### src/rtl/dm_sba_arbiter.sv
// ============================================================================
// Module   : dm_sba_arbiter
// Purpose  : Round-robin sharing of the debug-module system-bus master port,
//            one outstanding transaction, with a response watchdog.
// Revision : 1.0
// ============================================================================
`default_nettype none

module dm_sba_arbiter #(
    parameter int unsigned NumReq        = 2,
    parameter int unsigned TimeoutCycles = 1024
) (
    input  logic                         clk_i,
    input  logic                         rst_ni,
    input  logic                         dmactive_i,
    input  logic [NumReq-1:0]            req_i,
    input  logic [NumReq-1:0][31:0]      add_i,
    input  logic [NumReq-1:0]            we_i,
    input  logic [NumReq-1:0][31:0]      wdata_i,
    input  logic [NumReq-1:0][3:0]       be_i,
    output logic [NumReq-1:0]            gnt_o,
    output logic [NumReq-1:0]            r_valid_o,
    output logic [NumReq-1:0]            r_err_o,
    output logic [NumReq-1:0]            r_other_err_o,
    output logic [31:0]                  r_rdata_o,
    output logic                         master_req_o,
    output logic [31:0]                  master_add_o,
    output logic                         master_we_o,
    output logic [31:0]                  master_wdata_o,
    output logic [3:0]                   master_be_o,
    input  logic                         master_gnt_i,
    input  logic                         master_r_valid_i,
    input  logic                         master_r_err_i,
    input  logic                         master_r_other_err_i,
    input  logic [31:0]                  master_r_rdata_i,
    output logic                         busy_o
);

    localparam int unsigned IdxW = (NumReq > 1) ? $clog2(NumReq) : 1;
    localparam int unsigned CntW = (TimeoutCycles > 0) ? $clog2(TimeoutCycles + 1) : 1;
    localparam bit          TmoEn = (TimeoutCycles > 0);
    localparam logic [CntW-1:0] TmoLast = (TimeoutCycles > 0) ? CntW'(TimeoutCycles - 1) : '0;
    localparam logic [IdxW:0]   NumReqW = (IdxW + 1)'(NumReq);

    localparam logic [1:0] S_IDLE  = 2'd0;
    localparam logic [1:0] S_REQ   = 2'd1;
    localparam logic [1:0] S_WAIT  = 2'd2;
    localparam logic [1:0] S_DRAIN = 2'd3;

    logic [1:0]      state_q;
    logic [IdxW-1:0] owner_q;
    logic [IdxW-1:0] rr_ptr_q;
    logic [CntW-1:0] tmo_cnt_q;

    logic [IdxW:0]   scan_sum;
    logic            win_found;
    logic [IdxW-1:0] win_idx;
    logic [IdxW-1:0] sel_idx;
    logic [IdxW-1:0] sel_next;
    logic [NumReq-1:0] sel_onehot;
    logic [NumReq-1:0] own_onehot;
    logic            issue;
    logic            granted;
    logic            tmo_hit;
    logic            rsp_real;
    logic            rsp_tmo;

    // Scan upward from rr_ptr_q, wrapping, for the first active request.
    always_comb begin
        win_found = 1'b0;
        win_idx   = rr_ptr_q;
        scan_sum  = '0;
        for (int i = 0; i < NumReq; i++) begin
            scan_sum = {1'b0, rr_ptr_q} + (IdxW + 1)'(i);
            if (scan_sum >= NumReqW) begin
                scan_sum = scan_sum - NumReqW;
            end
            if (!win_found && req_i[scan_sum[IdxW-1:0]]) begin
                win_found = 1'b1;
                win_idx   = scan_sum[IdxW-1:0];
            end
        end
    end

    // Once a request is presented it is locked to owner_q until granted.
    assign sel_idx    = (state_q == S_IDLE) ? win_idx : owner_q;
    assign sel_next   = (sel_idx == IdxW'(NumReq - 1)) ? '0 : sel_idx + IdxW'(1);
    assign sel_onehot = NumReq'(1) << sel_idx;
    assign own_onehot = NumReq'(1) << owner_q;

    assign issue   = ((state_q == S_IDLE) && dmactive_i && win_found) ||
                     ((state_q == S_REQ) && req_i[owner_q]);
    assign granted = issue && master_gnt_i;

    assign tmo_hit  = TmoEn && (tmo_cnt_q == TmoLast);
    assign rsp_real = (state_q == S_WAIT) && master_r_valid_i;
    assign rsp_tmo  = (state_q == S_WAIT) && !master_r_valid_i && tmo_hit;

    assign master_req_o   = issue;
    assign master_add_o   = add_i[sel_idx];
    assign master_we_o    = we_i[sel_idx];
    assign master_wdata_o = wdata_i[sel_idx];
    assign master_be_o    = be_i[sel_idx];

    assign gnt_o         = granted ? sel_onehot : '0;
    assign r_valid_o     = (rsp_real || rsp_tmo) ? own_onehot : '0;
    assign r_err_o       = (rsp_real && master_r_err_i) ? own_onehot : '0;
    assign r_other_err_o = ((rsp_real && master_r_other_err_i) || rsp_tmo) ? own_onehot : '0;
    assign r_rdata_o     = rsp_real ? master_r_rdata_i : '0;
    assign busy_o        = (state_q != S_IDLE);

    always_ff @(posedge clk_i or negedge rst_ni) begin
        if (!rst_ni) begin
            state_q   <= S_IDLE;
            owner_q   <= '0;
            rr_ptr_q  <= '0;
            tmo_cnt_q <= '0;
        end else begin
            case (state_q)
                S_IDLE: begin
                    tmo_cnt_q <= '0;
                    if (issue) begin
                        owner_q <= win_idx;
                        if (master_gnt_i) begin
                            rr_ptr_q <= sel_next;
                            state_q  <= S_WAIT;
                        end else begin
                            state_q  <= S_REQ;
                        end
                    end
                end
                S_REQ: begin
                    if (!req_i[owner_q]) begin
                        state_q <= S_IDLE;
                    end else if (master_gnt_i) begin
                        rr_ptr_q <= sel_next;
                        state_q  <= S_WAIT;
                    end
                end
                S_WAIT: begin
                    if (master_r_valid_i) begin
                        state_q   <= S_IDLE;
                        tmo_cnt_q <= '0;
                    end else if (tmo_hit) begin
                        state_q   <= S_DRAIN;
                        tmo_cnt_q <= '0;
                    end else begin
                        tmo_cnt_q <= tmo_cnt_q + CntW'(1);
                    end
                end
                S_DRAIN: begin
                    // A late response here belongs to an already-failed access.
                    if (master_r_valid_i || tmo_hit) begin
                        state_q   <= S_IDLE;
                        tmo_cnt_q <= '0;
                    end else begin
                        tmo_cnt_q <= tmo_cnt_q + CntW'(1);
                    end
                end
                default: state_q <= S_IDLE;
            endcase
        end
    end

endmodule

`default_nettype wire

### config.mk
export PLATFORM = sky130hd
export DESIGN_NAME = dm_sba_arbiter
export DESIGN_NICKNAME = d
export VERILOG_FILES = /design/src/rtl/dm_sba_arbiter.sv
export SDC_FILE = /design/constraint.sdc
export NUM_CORES = 1
export LEC_CHECK = 0
export CAP_MARGIN = 40
export CORE_AREA = 2 2 112 114
export CTS_CLUSTER_DIAMETER = 60
export DETAILED_ROUTE_END_ITERATION = 6
export DIE_AREA = 0 0 114 116
export PLACE_DENSITY = 0.72
export SYNTH_ARGS = -nofsm -noshare
export SYNTH_HDL_FRONTEND = slang
export SYNTH_SLANG_ARGS = --single-unit
### constraint.sdc
create_clock -name clk_i -period 4.2 [get_ports clk_i]
set_input_delay 0.84 -clock clk_i [delete_from_list [all_inputs] [get_ports clk_i]]
set_output_delay 0.84 -clock clk_i [all_outputs]
set_load 0.02 [all_outputs]
# ---- Word level (Yosys, flattened, before mapping)
# Cells that the tools add are included.
dict set report word_totals {
  wordCells 92
  regBits 15
  out_inout_bits 111
  in_bits 179
}
dict set report classes {
  addsub 5
  shifts 2
  muxes 43
  reduce_logical 23
  order_cmp 6
  eq_ne 9
}
# cell count
set ops {}
lappend ops {{32-bit two-way mux} 5}
lappend ops {{11-bit two-way mux} 3}
lappend ops {{11-bit case mux with 3 select lines} 1}
lappend ops {{2-bit two-way mux} 11}
lappend ops {{1-bit two-way mux} 19}
lappend ops {{11-bit by 1-bit adder with 11-bit output (second input constant)} 1}
lappend ops {{11-bit by 10-bit equality test with 1-bit output (second input constant)} 1}
lappend ops {{1-bit logical AND} 10}
lappend ops {{1-bit by 2-bit less-than comparator with 1-bit output (second input constant)} 4}
lappend ops {{4-bit two-way mux} 2}
lappend ops {{2-bit case mux with 4 select lines} 1}
lappend ops {{3-bit != test (second input constant)} 2}
lappend ops {{2-bit equality test (second input constant)} 2}
lappend ops {{1-bit logical OR} 4}
lappend ops {{2-bit != test (second input constant)} 2}
lappend ops {{4-bit AND reduction} 1}
lappend ops {{2-bit nonzero test} 2}
lappend ops {{1-bit by 1-bit << shifter with 2-bit output (first input constant)} 2}
lappend ops {{3-bit AND reduction} 1}
lappend ops {{3-bit nonzero test} 1}
lappend ops {{1-bit by 1-bit adder with 2-bit output (second input constant)} 1}
lappend ops {{2-bit by 1-bit equality test with 1-bit output (second input constant)} 1}
lappend ops {{1-bit by 2-bit greater-or-equal comparator with 1-bit output (second input constant)} 1}
lappend ops {{2-bit greater-or-equal comparator (second input constant)} 1}
lappend ops {{other kinds (7)} 9}

# ---- Longest topological paths before layout
dict set report depth {
  ltp_word 14
  ltp_mapped 7
  depth_no_buf 5
}

# ---- Least setup slack after synthesis
# No wires, ideal clock.
dict set report synth_timing {
  path_kind {in2out}
  start {input port req_i[1]}
  end {output port gnt_o[1]}
  setup_slack_ps 1189
  required_time_ps 3360
  arrival_time_ps 2171
  path_buffers 0
  path_stages 4
  cell_sequence {mux2i_1 a2111oi_2 nand2_1 nor2b_1}
}
dict set report synth_via {
  elab_chain_len 10
  elab_cells_between_ends 19
  classes_between {shift (1); mux (12); reduce/logical (6)}
}
# item line_no
set synth_rtl {}
lappend synth_rtl {{start, declared} 16} ;# input logic [NumReq-1:0] req_i,
lappend synth_rtl {{1-bit two-way mux (implied by the code) (2 in a row)} 78} ;# if (!win_found && req_i[scan_sum[IdxW-1:0]]) begin
lappend synth_rtl {{1-bit two-way mux} 78}
lappend synth_rtl {{1-bit logical NOT} 78}
lappend synth_rtl {{1-bit logical AND} 78}
lappend synth_rtl {{1-bit two-way mux} 78}
lappend synth_rtl {{1-bit logical AND} 91} ;# assign issue = ((state_q == S_IDLE) && dmactive_i && win_found) ||
lappend synth_rtl {{1-bit logical OR (*)} 91}
lappend synth_rtl {{via master_req_o} 26} ;# output logic master_req_o,
lappend synth_rtl {{1-bit logical AND (*)} 93} ;# assign granted = issue && master_gnt_i;
lappend synth_rtl {{2-bit two-way mux (*)} 105} ;# assign gnt_o = granted ? sel_onehot : '0;
lappend synth_rtl {{end, declared} 21} ;# output logic [NumReq-1:0] gnt_o,
# The timed path passes the listed nets; every way through them passes the cells marked *. The select of a mux whose other input is x is not followed.

# ---- Worst setup path after layout
dict set report layout_timing {
  start {input port req_i[1]}
  end {output port master_wdata_o[3]}
}
dict set report layout_via {
  elab_chain_len 9
  elab_cells_between_ends 12
  classes_between {mux (10); reduce/logical (2)}
}
# item line_no
set layout_rtl {}
lappend layout_rtl {{1-bit two-way mux (implied by the code) (2 in a row)} 78}
lappend layout_rtl {{1-bit two-way mux} 78}
lappend layout_rtl {{1-bit logical NOT} 78}
lappend layout_rtl {{1-bit logical AND} 78}
lappend layout_rtl {{1-bit two-way mux (*)} 78}
lappend layout_rtl {{1-bit two-way mux (*)} 86} ;# assign sel_idx = (state_q == S_IDLE) ? win_idx : owner_q;
lappend layout_rtl {{32-bit two-way mux (implied by the code) (*) (2 in a row)} 102} ;# assign master_wdata_o = wdata_i[sel_idx];
lappend layout_rtl {{end, declared} 29} ;# output logic [31:0] master_wdata_o,
# Mark *: on every way between the ends. The rest lies on a longest branch, timed or not. The select of a mux whose other input is x is not followed.

==> out/qor_table.md <==
| Result | Value | Unit |
|---|---|---|
| Clock root buffer master | clkbuf_16 | - |
| Final core utilization | 42.76 | % |
| Worst Setup Start Kind | primary input | - |
| Initial Util | 16.92 | % |
| TritonCTS clock tree | yes | - |
| Setup TNS | 0 | ps |
| Vias in the first global route | 2871 | - |
| Post-synthesis sequential element count | 15 | - |
| Final count of pins violating max slew | 0 | - |
| Wire length of the first global-routing pass | 16000 | um |
| Total Power Consumption | 2531 | uW |
| Sequential fraction of the synthesis area | 18.62 | % |
| Slew at the pin with the worst max-slew slack | 785.7 | ps |
| Sw Pwr | 1100 | uW |
| Number of buffers inserted by port buffering | 289 | - |
| Net count of the finished layout | 685 | - |
| Post-synthesis compound-gate area fraction | 9.808 | % |
| Highest net fanout along the worst path | 18 | - |
| Post-synth ARST share | 100.0 | % |
| Setup slack on the worst flop-to-flop path | 2320 | ps |
| Number of H-tree levels | 1 | - |
| Final number of setup-violating endpoints | 0 | - |
| Max-slew headroom | 47.46 | % |
| Share of post-route cells with drive strength above 1 | 12.70 | % |
| Most used flip-flop cell after synthesis | dfrtp_1 | - |
| Count of yosys warnings during synthesis | 0 | - |
| Placer congestion estimate | 0.7818 | - |
| Highest clock frequency the design can meet | 245.6 | MHz |
| XOR/XNOR share of the synthesized area | 0.8690 | % |
| Post-CTS setup buffer count | 0 | - |
| Maximum number of pins on one net before global-route repair | 54 | - |
| Die X | 114 | um |
| Synth Area in Adders | 0.6207 | % |
| Filler Cell Count | 1148 | - |
| Max cap viols | 0 | - |
| Synthesized instance count | 225 | - |
| Final-report hold violation count | 0 | - |
| DRC marker count from the first detailed-route iteration | 105 | - |
| Unique cell type count in the Yosys netlist | 37 | - |
| Gate power share | 84.4 | % |
| Highest ir drop seen on vdd | 0.0003030 | V |
| Clock-pin slew on the worst setup and hold paths | 50 | ps |
| Core region area | 11910 | um^2 |
| Unrepaired setup endpoints after global routing | no | - |
| Number of buffers inserted during clock tree synthesis | 3 | - |
| Number of cells on the worst reg-to-reg path | 5 | - |
| Average wire per cell in the routed design | 17.87 | um |
| Chip Height | 116 | um |
| Part of the cycle the worst path needs | 96.93 | % |
| Req. time, crit path | 3360 | ps |
| Fraction of power consumed by sequential logic | 8.4 | % |
| Sort of element at the end of the critical path | output pin | - |
| Multiplexer fraction of the synthesized cell area | 40.04 | % |
| Avg Synthesized Cell Area | 8.959 | um^2 |
| Floorplan die area | 13220 | um^2 |
| Simple-gate share of the synthesized area | 23.40 | % |
| Final critical delay including setup and external delays | 4071 | ps |
| Hold Path Cell Cnt | 1 | - |
| Area growth, synth to finish | 152.7 | % |
| Class of the most critical setup path | in -> out | - |
| Vias after detailed routing | 2948 | - |
| Routed wire length | 11650 | um |
| Gr ovfl total | 0 | - |
| Number of cell rows | 40 | - |
| Worst-Skew Late Latency | 240 | ps |
| DRC Markers | 0 | - |
| CTS-repair resized insts | 0 | - |
| Number of routed nets with antenna violations | 0 | - |
| Count of flip-flops with a built-in enable after synthesis | 0 | - |
| Routed via count divided by cell count | 4.521 | - |
| Sinks on Clock Net | 15 | - |
| Netlist area before placement | 2016 | um^2 |
| Top-level port count | 290 | - |
| Clock share of power | 7.2 | % |
| Hold bufs inserted after CTS | 0 | - |
| Maximum number of buffers from clock root to sink | 2 | - |
| Switching share of total power | 43.47 | % |
| Worst min path class | reg -> reg | - |
| Post-Route Skew | 1.576 | ps |
| Worst-case setup margin in the final layout | 128.8 | ps |
| Number of antenna violations at the first check in global routing | 4 | - |
| Outcome | finished clean | - |
| Combinational family with the most area after synthesis | multiplexers | - |
| Pre-antenna DRT Iters | 5 | - |
| Nets in the synthesized netlist | 405 | - |
| GRT Overall Usage | 15.56 | % |
| Pwr/cell area | 497.0 | nW/um^2 |
| Worst path arrival time | 3230 | ps |
| Internal Pwr Total | 1431 | uW |
| Worst setup slack after placement | 115.1 | ps |
| Post-detailed-placement half-perimeter wirelength | 10040 | um |
| LEAKAGE | 0.002022 | uW |
registers in the layout (all words and copies together), names as in the netlist:
name	count
tmo_cnt_q	11
state_q	2
owner_q	1
rr_ptr_q	1
worst max-delay path: stages:
cell,delay [ps]
clkdlybuf4s50_1,560
a21boi_0,200
o31ai_4,340
buf_4,320
mux2_2,410
clkdlybuf4s50_1,550
path summary, 6_finish.rpt:
kind / from / to
worst max-delay path: req_i[1] / master_wdata_o[3]
worst min-delay path: tmo_cnt_q[10]$_DFFE_PN0P_ / tmo_cnt_q[10]$_DFFE_PN0P_
worst max register to register: tmo_cnt_q[0]$_DFFE_PN0P_ / tmo_cnt_q[7]$_DFFE_PN0P_
worst min register to register: tmo_cnt_q[10]$_DFFE_PN0P_ / tmo_cnt_q[10]$_DFFE_PN0P_
max in group asynchronous: rst_ni / tmo_cnt_q[8]$_DFFE_PN0P_
min in group asynchronous: rst_ni / tmo_cnt_q[7]$_DFFE_PN0P_
final cells by class:
cell class / instances / area (um^2) / share of cell area [%]
clock buffer: 4 / 78.83 / 1.548
antenna: 1 / 2.502 / 0.04913
timing repair buffer: 293 / 2935 / 57.63
sequential: 15 / 375.4 / 7.369
tap: 147 / 183.9 / 3.611
inverter: 3 / 11.26 / 0.2211
multi-input combinational: 189 / 1506 / 29.57
through the flow:
stage | instances | hold WS, ps | area, um^2
6_report | 652 | 476.9 | 5094
5_1_grt | 651 | 517.4 | 5091
4_1_cts | 651 | 478.9 | 5091
3_5_place_dp | 647 | 468.4 | 5012
3_3_place_gp | 647 | 460.1 | 5012
2_1_floorplan | 225 | 448.5 | 2016
metal layers:
metal | part of all wire (%) | GRT usage, % | up-vias
met3 | 10 | 5.282 | 12
met1 | 37 | 18.32 | 1376
met2 | 51 | 28.21 | 163
met4 | 0.51 | 1.951 | 6
met5 | 0.29 | 0 | -
li1 | - | - | 1391
Yosys cell counts, types with 2 or more instances:
cell type | instances | area [um^2]
nor2b_1 | 4 | 25.02
nand3_1 | 7 | 35.03
or3_1 | 3 | 18.77
and2_1 | 2 | 12.51
mux2_1 | 16 | 180.2
mux2i_1 | 3 | 30.03
a21oi_1 | 2 | 10.01
xor2_1 | 2 | 17.52
nand2_1 | 14 | 52.55
dfrtp_1 | 15 | 375.4
mux2_2 | 53 | 596.8
clkbuf_1 | 9 | 33.78
buf_6 | 7 | 78.83
a31oi_1 | 6 | 37.54
nor2_1 | 10 | 37.54
nand2b_1 | 2 | 12.51
o21ai_0 | 10 | 50.05
o31ai_1 | 2 | 15.01
inv_1 | 2 | 7.510
nor3_1 | 5 | 25.02
and3_1 | 35 | 219.0
power by group through the flow:
stage               clock network (uW)  logic [uW]  registers (uW)
floorplan                            0        1290             186
global placement                     0        2120             215
detailed placement                   0        2140             217
CTS                                184        2160             215
global route                       196        2250             219
finish                             183        2140             213
logic make-up (layout without fill, tap and decap cells):
logic type               Yosys count  after routing
AO/OA/AOI/OAI                     28             28
XOR/XNOR                           2              2
adder cells (fa/ha/maj)            1              1
buffers and inverters             21            300
flip-flops                        15             15
multiplexers                      72             72
other                              0              1
AND/OR/NAND/NOR                   86             86
cells in the final DEF, fill, tap and decap left out, types with 4 or more instances in the layout:
cell type / instances
dfrtp_1: 15
mux2_2: 53
nand2_1: 14
clkdlybuf4s50_1: 289
and3_1: 35
nor3_1: 5
nor2b_1: 4
nand3_1: 7
nor2_1: 10
o21ai_0: 10
mux2_1: 16
a31oi_1: 6
Power figures use the tool's default switching activity.
